**src/rtl/fetch_requester_if.sv**
```systemverilog
// -----------------------------------------------------------------------------
// fetch_requester_if
//   32-bit mem_itf read/write bus between an initiator (master) and a memory
//   (slave). Requests are single-cycle mask pulses; responses are single-cycle
//   mem_resp pulses that return in request order.
//
//   mem_addr   master->slave  32  word-aligned request address
//   mem_rmask  master->slave  4   byte read enables, nonzero only on a request cycle
//   mem_wmask  master->slave  4   byte write enables
//   mem_wdata  master->slave  32  write data
//   mem_rdata  slave->master  32  read data, valid while mem_resp=1
//   mem_resp   slave->master  1   one-cycle response pulse
// -----------------------------------------------------------------------------
interface fetch_requester_if;
  logic [31:0] mem_addr;
  logic [3:0]  mem_rmask;
  logic [3:0]  mem_wmask;
  logic [31:0] mem_wdata;
  logic [31:0] mem_rdata;
  logic        mem_resp;

  modport master (
    output mem_addr,
    output mem_rmask,
    output mem_wmask,
    output mem_wdata,
    input  mem_rdata,
    input  mem_resp
  );

  modport slave (
    input  mem_addr,
    input  mem_rmask,
    input  mem_wmask,
    input  mem_wdata,
    output mem_rdata,
    output mem_resp
  );
endinterface : fetch_requester_if

```
**src/rtl/fetch_requester.sv**
```systemverilog
// -----------------------------------------------------------------------------
// fetch_requester
//   CPU-side instruction fetch requester. Issues sequential word-aligned read
//   requests from an internal PC (at most one outstanding), collects in-order
//   responses into a DEPTH-entry FIFO of {pc, inst} and hands them to decode
//   over a valid/ready channel. A redirect flushes the FIFO, restarts fetch at
//   a new PC and drops whatever response is still in flight.
//
// Parameters
//   RESET_PC        PC fetched first after reset
//   DEPTH           FIFO entries (power of 2, >= 2)
//
// Ports
//   clk             clock
//   rst             synchronous active-high reset
//   redirect_valid  restart fetch at redirect_pc this cycle
//   redirect_pc     new PC; bits [1:0] ignored
//   out_valid       FIFO head valid
//   out_ready       consumer accepts head
//   out_pc          PC of head entry
//   out_inst        instruction word of head entry
//   bus             mem_itf master: request address/masks out, rdata/resp in
// -----------------------------------------------------------------------------
module fetch_requester #(
  parameter logic [31:0] RESET_PC = 32'h1ECE_B000,
  parameter int          DEPTH    = 4
) (
  input  logic                      clk,
  input  logic                      rst,
  input  logic                      redirect_valid,
  input  logic [31:0]               redirect_pc,
  output logic                      out_valid,
  input  logic                      out_ready,
  output logic [31:0]               out_pc,
  output logic [31:0]               out_inst,
  fetch_requester_if.master         bus
);

  localparam int            AW      = $clog2(DEPTH);
  localparam logic [AW:0]   DEPTH_C = (AW+1)'(DEPTH);

  // IDLE:    no request outstanding
  // WAIT:    one request outstanding whose data will be kept
  // DISCARD: one request outstanding whose data belongs to a flushed stream
  typedef enum logic [1:0] {
    IDLE    = 2'd0,
    WAIT    = 2'd1,
    DISCARD = 2'd2
  } state_t;

  state_t          state;
  state_t          state_n;

  // pc is the address of the outstanding request in WAIT, and the address of
  // the next request to issue in IDLE/DISCARD.
  logic [31:0]     pc;
  logic [AW:0]     count;
  logic [AW:0]     count_n;
  logic [AW-1:0]   rd_ptr;
  logic [AW-1:0]   wr_ptr;

  logic [31:0]     fifo_pc   [DEPTH];
  logic [31:0]     fifo_inst [DEPTH];

  logic            push;
  logic            pop;
  logic            space;
  logic            issue;
  logic [31:0]     req_addr;

  // Low address bits of a redirect target are dropped on purpose.
  logic [1:0]      unused_redirect_bits;
  assign unused_redirect_bits = redirect_pc[1:0];

  // ---------------------------------------------------------------------------
  // Handshake terms shared by the FSM and the FIFO
  // ---------------------------------------------------------------------------
  // Head is hidden during reset so the consumer never sees pre-reset contents.
  assign out_valid = (count != '0) && !rst;
  assign pop       = out_valid && out_ready && !redirect_valid;
  assign push      = (state == WAIT) && bus.mem_resp && !redirect_valid;
  assign count_n   = count + (AW+1)'(push) - (AW+1)'(pop);
  // Room for one more entry after this cycle's push/pop; a new request is only
  // issued when its response is guaranteed a slot.
  assign space     = count_n < DEPTH_C;

  // ---------------------------------------------------------------------------
  // FSM: state register
  // ---------------------------------------------------------------------------
  // NOTE: sequential state uses non-blocking assignments so every flop samples
  // pre-edge values regardless of block ordering.
  always_ff @(posedge clk) begin
    if (rst) state <= IDLE;
    else     state <= state_n;
  end

  // ---------------------------------------------------------------------------
  // FSM: next state
  // ---------------------------------------------------------------------------
  // NOTE: state_n gets a default before the case so no path leaves it
  // unassigned, which would otherwise infer a latch.
  always_comb begin
    state_n = state;
    unique case (state)
      IDLE: begin
        if (!redirect_valid && space) state_n = WAIT;
      end
      WAIT: begin
        if (redirect_valid) begin
          // A response arriving with the redirect is simply dropped; without
          // one, the owed response must still be absorbed.
          state_n = bus.mem_resp ? IDLE : DISCARD;
        end else if (bus.mem_resp) begin
          state_n = space ? WAIT : IDLE;
        end
      end
      DISCARD: begin
        // The owed response retires the discard even if a second redirect
        // lands on the same cycle; nothing else is in flight after it.
        if (bus.mem_resp) state_n = IDLE;
      end
      default: state_n = IDLE;
    endcase
  end

  // ---------------------------------------------------------------------------
  // FSM: outputs (request generation)
  // ---------------------------------------------------------------------------
  always_comb begin
    issue    = 1'b0;
    req_addr = pc;
    unique case (state)
      IDLE: begin
        issue = !redirect_valid && space;
      end
      WAIT: begin
        // Back-to-back issue on the response cycle targets the word after the
        // one being returned, giving one instruction per cycle on 1-cycle memory.
        issue    = push && space;
        req_addr = pc + 32'd4;
      end
      default: ;
    endcase
    if (rst) issue = 1'b0;
  end

  assign bus.mem_addr  = req_addr;
  assign bus.mem_rmask = issue ? 4'hF : 4'h0;
  assign bus.mem_wmask = 4'h0;
  assign bus.mem_wdata = 32'h0;

  // ---------------------------------------------------------------------------
  // PC, occupancy and pointers
  // ---------------------------------------------------------------------------
  always_ff @(posedge clk) begin
    if (rst) begin
      pc     <= RESET_PC;
      count  <= '0;
      rd_ptr <= '0;
      wr_ptr <= '0;
    end else if (redirect_valid) begin
      pc     <= {redirect_pc[31:2], 2'b00};
      count  <= '0;
      rd_ptr <= '0;
      wr_ptr <= '0;
    end else begin
      count <= count_n;
      if (push) begin
        wr_ptr <= wr_ptr + 1'b1;
        pc     <= pc + 32'd4;
      end
      if (pop) rd_ptr <= rd_ptr + 1'b1;
    end
  end

  // ---------------------------------------------------------------------------
  // FIFO storage
  // ---------------------------------------------------------------------------
  // NOTE: storage is deliberately not reset; count alone decides which
  // entries are meaningful, so clearing the array would only cost logic.
  always_ff @(posedge clk) begin
    if (push && !rst) begin
      fifo_pc[wr_ptr]   <= pc;
      fifo_inst[wr_ptr] <= bus.mem_rdata;
    end
  end

  assign out_pc   = fifo_pc[rd_ptr];
  assign out_inst = fifo_inst[rd_ptr];

  // A response with nothing outstanding is a memory-side protocol error; the
  // FSM ignores it, this flags it.
  resp_in_idle: assert property (@(posedge clk) disable iff (rst)
    !(state == IDLE && bus.mem_resp));

endmodule : fetch_requester

```
**src/flat_wrapper.sv**
```systemverilog
// flat-port wrapper written by rule: the top's interface ports become plain ports
module fetch_requester_flat 
#(
  parameter logic [31:0] RESET_PC = 32'h1ECE_B000,
  parameter int          DEPTH    = 4
)
  (clk, rst, redirect_valid, redirect_pc, out_valid, out_ready, out_pc, out_inst, bus_mem_addr, bus_mem_rmask, bus_mem_wmask, bus_mem_wdata, bus_mem_rdata, bus_mem_resp);
  fetch_requester_if bus_i ();
  input  logic clk;
  input  logic rst;
  input  logic redirect_valid;
  input  logic [31:0] redirect_pc;
  output logic out_valid;
  input  logic out_ready;
  output logic [31:0] out_pc;
  output logic [31:0] out_inst;
  output wire logic [$bits(bus_i.mem_addr)-1:0] bus_mem_addr;
  output wire logic [$bits(bus_i.mem_rmask)-1:0] bus_mem_rmask;
  output wire logic [$bits(bus_i.mem_wmask)-1:0] bus_mem_wmask;
  output wire logic [$bits(bus_i.mem_wdata)-1:0] bus_mem_wdata;
  input wire logic [$bits(bus_i.mem_rdata)-1:0] bus_mem_rdata;
  input wire logic [$bits(bus_i.mem_resp)-1:0] bus_mem_resp;
  assign bus_mem_addr = bus_i.mem_addr;
  assign bus_mem_rmask = bus_i.mem_rmask;
  assign bus_mem_wmask = bus_i.mem_wmask;
  assign bus_mem_wdata = bus_i.mem_wdata;
  assign bus_i.mem_rdata = bus_mem_rdata;
  assign bus_i.mem_resp = bus_mem_resp;
  fetch_requester #(.RESET_PC(RESET_PC), .DEPTH(DEPTH)) u_core (.clk(clk), .rst(rst), .redirect_valid(redirect_valid), .redirect_pc(redirect_pc), .out_valid(out_valid), .out_ready(out_ready), .out_pc(out_pc), .out_inst(out_inst), .bus(bus_i));
endmodule
```
**config.mk**
```make
export PLATFORM = sky130hd
export DESIGN_NAME = fetch_requester_flat
export DESIGN_NICKNAME = d
export VERILOG_FILES = /design/src/rtl/fetch_requester_if.sv /design/src/rtl/fetch_requester.sv /design/src/flat_wrapper.sv
export SDC_FILE = /design/constraint.sdc
export NUM_CORES = 1
export LEC_CHECK = 0
export CELL_PAD_IN_SITES_DETAIL_PLACEMENT = 0
export CELL_PAD_IN_SITES_GLOBAL_PLACEMENT = 2
export CORE_ASPECT_RATIO = 0.5
export CORE_UTILIZATION = 30
export DETAILED_ROUTE_END_ITERATION = 16
export PLACE_DENSITY_LB_ADDON = 0.1
export REMOVE_ABC_BUFFERS = 1
export SLEW_MARGIN = 20
export SYNTH_ARGS = -nofsm -noshare
export SYNTH_HDL_FRONTEND = slang
export SYNTH_SLANG_ARGS = --single-unit
```
**constraint.sdc**
```tcl
create_clock -name clk -period 4.35 [get_ports clk]
set_input_delay 0.435 -clock clk [delete_from_list [all_inputs] [get_ports clk]]
set_output_delay 0.435 -clock clk [all_outputs]
set_load 0.05 [all_outputs]
```
; Yosys cells after proc, flatten, opt, wreduce, memory -nomap -nowiden
; Memory sizes are Yosys's and may differ from the RTL's. A register that Yosys moved wholly into a read port is not among the register bits.
; Index checks and enable logic that the tools add are counted.
[totals]
reg_bits = 41
ramBits = 256
input_bits = 69
out_inout_bits = 137
mem_count = 2
[mem_list]
columns = name, depth, word_bits, rd, rd_clocked_by_memory_dff, write_ports, line_no
row1 = u_core.fifo_inst, 4, 32, 1, 1, 1, fetch_requester.sv:63  ; logic [31:0] fifo_inst [DEPTH];
row2 = u_core.fifo_pc, 4, 32, 1, 1, 1, fetch_requester.sv:62  ; logic [31:0] fifo_pc [DEPTH];
[classes]
n_addsub = 5
n_lt_le_gt_ge = 1
eq_ne = 5
mux = 19
n_reduce_logical = 15
[ops]
columns = op, n
row1 = $mux W32, 3
row2 = $add A32 B3 Y32 const B, 1
row3 = $mux W2, 9
row4 = $logic_and A1 B1 Y1, 8
row5 = $pmux W2 S3, 1
row6 = $add A2 B1 Y2 const B, 2
row7 = $mux W1, 4
row8 = $mux W4, 1
row9 = $add A3 B1 Y3, 1
row10 = $lt A3 B3 Y1 const B, 1
row11 = $ne A3 B3 Y1 const B, 1
row12 = $reduce_and A3 Y1, 1
row13 = $reduce_bool A3 Y1, 1
row14 = $sub A3 B1 Y3, 1
row15 = $eq A2 B1 Y1 const B, 1
row16 = $eq A2 B2 Y1 const B, 1
row17 = $logic_not A1 Y1, 2
row18 = $logic_not A2 Y1, 1
row19 = $ne A2 B1 Y1 const B, 1
row20 = $ne A2 B2 Y1 const B, 1
row21 = $pmux W1 S2, 1
row22 = $reduce_bool A2 Y1, 1
row23 = $reduce_or A2 Y1, 1

; Logic depth before layout (Yosys ltp)
[logic_depth]
depth_word = 10
ltp_mapped = 12
depth_no_buf = 11

; Worst setup path before layout
; No wires, ideal clock.
[synth_timing]
path_type = input-to-output
from = input rst
to = output bus_mem_rmask[0]
arrival_ns = 3.465
setup_slack_ns = 0.450
cell_stages = 12
cell_sequence = clkbuf_1 -> nor2_1 -> nand2_1 -> nor2_1 -> ha_1 -> inv_1 -> ha_1 -> fa_1 -> xnor2_1 -> xnor2_1 -> nor4b_1 -> buf_4
[synth_via]
elab_chain_len = 10
elab_cells_between_ends = 11
[synth_rtl]
columns = item, line_no
row1 = start: declaration, flat_wrapper.sv:10  ; input logic rst;
row2 = $logic_not A1 Y1 (*), fetch_requester.sv:79  ; assign out_valid = (count != '0) && !rst;
row3 = $logic_and A1 B1 Y1 (*), fetch_requester.sv:79
row4 = net out_valid, flat_wrapper.sv:13  ; output logic out_valid;
row5 = $logic_and A1 B1 Y1 (*) (2 in series), fetch_requester.sv:80  ; assign pop = out_valid && out_ready && !redirect_valid;
row6 = net u_core.pop, fetch_requester.sv:66  ; logic pop;
row7 = $sub A3 B1 Y3 (*), fetch_requester.sv:82  ; assign count_n = count + (AW+1)'(push) - (AW+1)'(pop);
row8 = $lt A3 B3 Y1 (*), fetch_requester.sv:85  ; assign space = count_n < DEPTH_C;
row9 = "$logic_and A1 B1 Y1, on equally long branches", "fetch_requester.sv:139, fetch_requester.sv:134"
row10 = $pmux W1 S2 (*), fetch_requester.sv:132  ; unique case (state)
row11 = $mux W1 (*), fetch_requester.sv:144  ; if (rst) issue = 1'b0;
row12 = net u_core.issue, fetch_requester.sv:68  ; logic issue;
row13 = $mux W4 (*), fetch_requester.sv:148  ; assign bus.mem_rmask = issue ? 4'hF : 4'h0;
row14 = end: declaration, flat_wrapper.sv:18  ; output wire logic [$bits(bus_i.mem_rmask)-1:0] bus_mem_rmask;
; The timed path passes the listed nets; every way through them passes the cells marked *.

; Worst setup path after layout
[layout_timing]
from = register u_core.pc[4]
to = output bus_mem_addr[31]
[layout_via]
elab_chain_len = 2
[layout_rtl]
columns = item, line_no
row1 = start: declaration, fetch_requester.sv:56  ; logic [31:0] pc;
row2 = start signal: assignment, fetch_requester.sv:162  ; pc <= {redirect_pc[31:2], 2'b00};
row3 = start signal: assignment, fetch_requester.sv:170  ; pc <= pc + 32'd4;
row4 = $add A32 B3 Y32, fetch_requester.sv:140  ; req_addr = pc + 32'd4;
row5 = $mux W32, fetch_requester.sv:132
row6 = end: declaration, flat_wrapper.sv:17  ; output wire logic [$bits(bus_i.mem_addr)-1:0] bus_mem_addr;
; Every way passes these cells.

==> results_dict.tcl <==
set metrics [dict create \
    outcome "complete, no violations" \
    synth_edf_count 248 \
    syn_avg_cell_area_um2 16.5 \
    dp_hpwl_mm 18.8 \
    seq_area_frac_synth_pct 67.9 \
    grt-ovfl-total 0 \
    r2r-end "u_core.pc[17]" \
    rows 51 \
    netlist_instances 737 \
    setup-tns-final_ns 0 \
    grt_pass1_wl_mm 43.9 \
    tightestPinTransition_ns 0.660 \
    reg2regPathDepth 5 \
    grt_pass1_vias 7119 \
    clock-sinks 289 \
    ys_warn_count 0 \
    rsz0062_at_grt "false" \
    hp-class "primary input to flip-flop" \
    path_clk_slew_ns 0.06 \
    nFillCells 3724 \
    drtAntennaViolNets 0 \
    layout_setup_ws_ns 0.243 \
    cp_max_fo 12 \
    first_pass_iters 4 \
    synth_area_um2 12200 \
    routed_wl_mm 29.2 \
    slew_headroom_pct 56.0 \
    syn_to_final_growth_pct 25.5 \
    io_buffers 163 \
    n_antenna_cell 0 \
    fin_crit_sh_pct 94.4 \
    die_w_um 287 \
    p_leak_nw 4.93 \
    cts_tree "built" \
    skew_ns 0.00722 \
    cts_hold_buf 0 \
    clockBufferDepth 3 \
    drive_gt1_share_pct 16.5 \
    whs_path_depth 3 \
    coreArea_um2 39400 \
    drcViolationCount 0 \
    cts_root_buf "clkbuf_16" \
    instances_no_fill 1456 \
    drtIter0Drc 326 \
    maxSlewViolCount 0 \
    antenna_found_initial 0 \
    cts_resized 0 \
    reg2reg_from "u_core.pc[4]" \
    hold_viol_final 0 \
    vias 6655 \
    dp_cells 1406 \
    viasPerCell 4.57 \
    r2r_setup_slack_ns 1.98 \
    ys_types 55 \
    start_util_pct 30.9 \
    dieArea_um2 41400 \
    htree_levels 1 \
    wl_per_cell_um 20.0 \
    max_freq_mhz 243 \
    powerDensity_nw_per_um2 390 \
    period_minus_slack_ns 4.11 \
    setup_viol 0 \
    synth-seq-cells 289 \
    synth-main-ff-cell "edfxtp_1" \
    clk_latency_ns 0.55 \
    arrival_ns 3.67 \
    startpoint_type "flip-flop" \
    async_flop_share_pct 0 \
    cts_buffers 28 \
    postCtsSetupRepairBufs 0 \
    grt_use_total_pct 14.3 \
    io_pins 206 \
    place_congestion 0.703 \
    endpoint_kind "output pin" \
    maxCapViolCount 0 \
    grt_max_degree 58 \
    ir_drop_uv 271 \
    critPathRequiredTime_ns 3.91 \
    hold_path_end "u_core.pc[2]" \
    hold_start "redirect_valid" \
    worstSetupPathType "flip-flop to output pin" \
    finalCoreUtilization_pct 38.7 \
    fin_nets 983 \
    pre_cts_ws_ns 0.741 \
    die_y_um 144 \
    hold_slack_ns 0.361 \
]
==> state kept, by name (all words and copies together), names as in the netlist, named ones only <==
name and count:
u_core.pc 30, u_core.fifo_inst 128, u_core.rd_ptr 2, u_core.count 3, u_core.state 2, u_core.wr_ptr 2
u_core.fifo_pc 120
==> cell usage after synthesis, drive strengths merged, types with 19 or more instances <==
| master | number | area share (%) |
|---|---|---|
| a21oi | 20 | 0.82 |
| xnor2 | 37 | 2.7 |
| nand4 | 22 | 1.1 |
| buf | 64 | 3.5 |
| clkbuf | 20 | 0.63 |
| nand2 | 39 | 1.2 |
| mux4 | 62 | 11 |
| nor3 | 19 | 1.0 |
| nor2 | 26 | 0.80 |
| edfxtp | 248 | 61 |
| dfxtp | 41 | 6.7 |
==> per-layer routing <==
layer / track usage, % / vias to the layer above / wire length [um]
met2: 24.9 / 135 / 14500
li1: - / 3086 / -
met4: 3.02 / 0 / 477
met3: 2.49 / 32 / 1210
met1: 18.8 / 3402 / 13000
met5: 0 / - / 0
==> kinds of logic (layout without fill, tap and decap cells) <==
logic type / count (synthesis) / after routing / share of synthesized area, %
AOI/OAI and AO/OA: 48 / 48 / 2.57
xor gates and xnor gates: 53 / 53 / 3.81
adders and majority gates: 8 / 8 / 0.884
buffers and inverters: 100 / 250 / 4.66
DFF: 289 / 289 / 67.9
muxes: 70 / 70 / 12.2
other: 1 / 40 / 0.0308
and+or+nand+nor: 168 / 168 / 7.96
==> worst max-delay path: stages (launching register included) <==
cell	delay, ns
dfxtp_1	0.55
nand3_2	0.37
or4_4	0.68
nor4_4	0.35
nand3_1	0.18
xnor2_1	0.16
clkdlybuf4s50_1	0.82
==> cell type report <==
class	count	area [um2]	area share, %
Timing Repair Buffer	184	1870	12.3
Inverter	16	60.1	0.393
Multi-Input combinational cell	387	3500	22.9
Sequential cell	289	8280	54.2
Clock buffer	38	778	5.10
Tap cell	530	663	4.34
Clock inverter	12	121	0.795
==> report_power, final <==
part	switching [mW]	total (mW)	internal, mW
combinational	0.290	0.448	0.158
clock	1.06	2.43	1.37
sequential	0.0518	3.08	3.03
==> cell usage in the layout (no fill, tap or decap), types with 4 or more instances in the layout <==
cell and count:
a21oi_1 20, and2_1 7, and3_4 4, buf_12 8
buf_4 17, clkbuf_1 6, clkbuf_16 28, clkbuf_8 4
clkdlybuf4s50_1 158, clkinv_2 4, conb_1 40, dfxtp_1 39
edfxtp_1 248, ha_1 7, inv_1 16, mux2i_1 6
mux4_2 62, nand2_1 39, nand3_1 14, nand4_1 22
nor2_1 26, nor2b_1 8, nor3_1 15, o21a_1 6
o21ai_1 7, xnor2_1 37, xor2_1 16
==> worst max-delay path by stage <==
| stage | from | to |
|---|---|---|
| 2_1_floorplan | rst | bus_mem_rmask[0] |
| 4_1_cts | u_core.pc[4] | bus_mem_addr[29] |
| 3_5_place_dp | rst | bus_mem_rmask[3] |
| 3_3_place_gp | rst | bus_mem_rmask[1] |
| 6_report | u_core.pc[4] | bus_mem_addr[31] |
| 5_1_grt | u_core.pc[4] | bus_mem_addr[31] |
==> metrics by stage <==
step,total power [mW],instance area [um2]
after floorplan,3.39,11800
after global placement,3.59,14400
after detailed placement,3.60,14400
after CTS,6.06,15300
after global routing,6.18,15300
final,5.96,15300
Power figures use the tool's default switching activity.
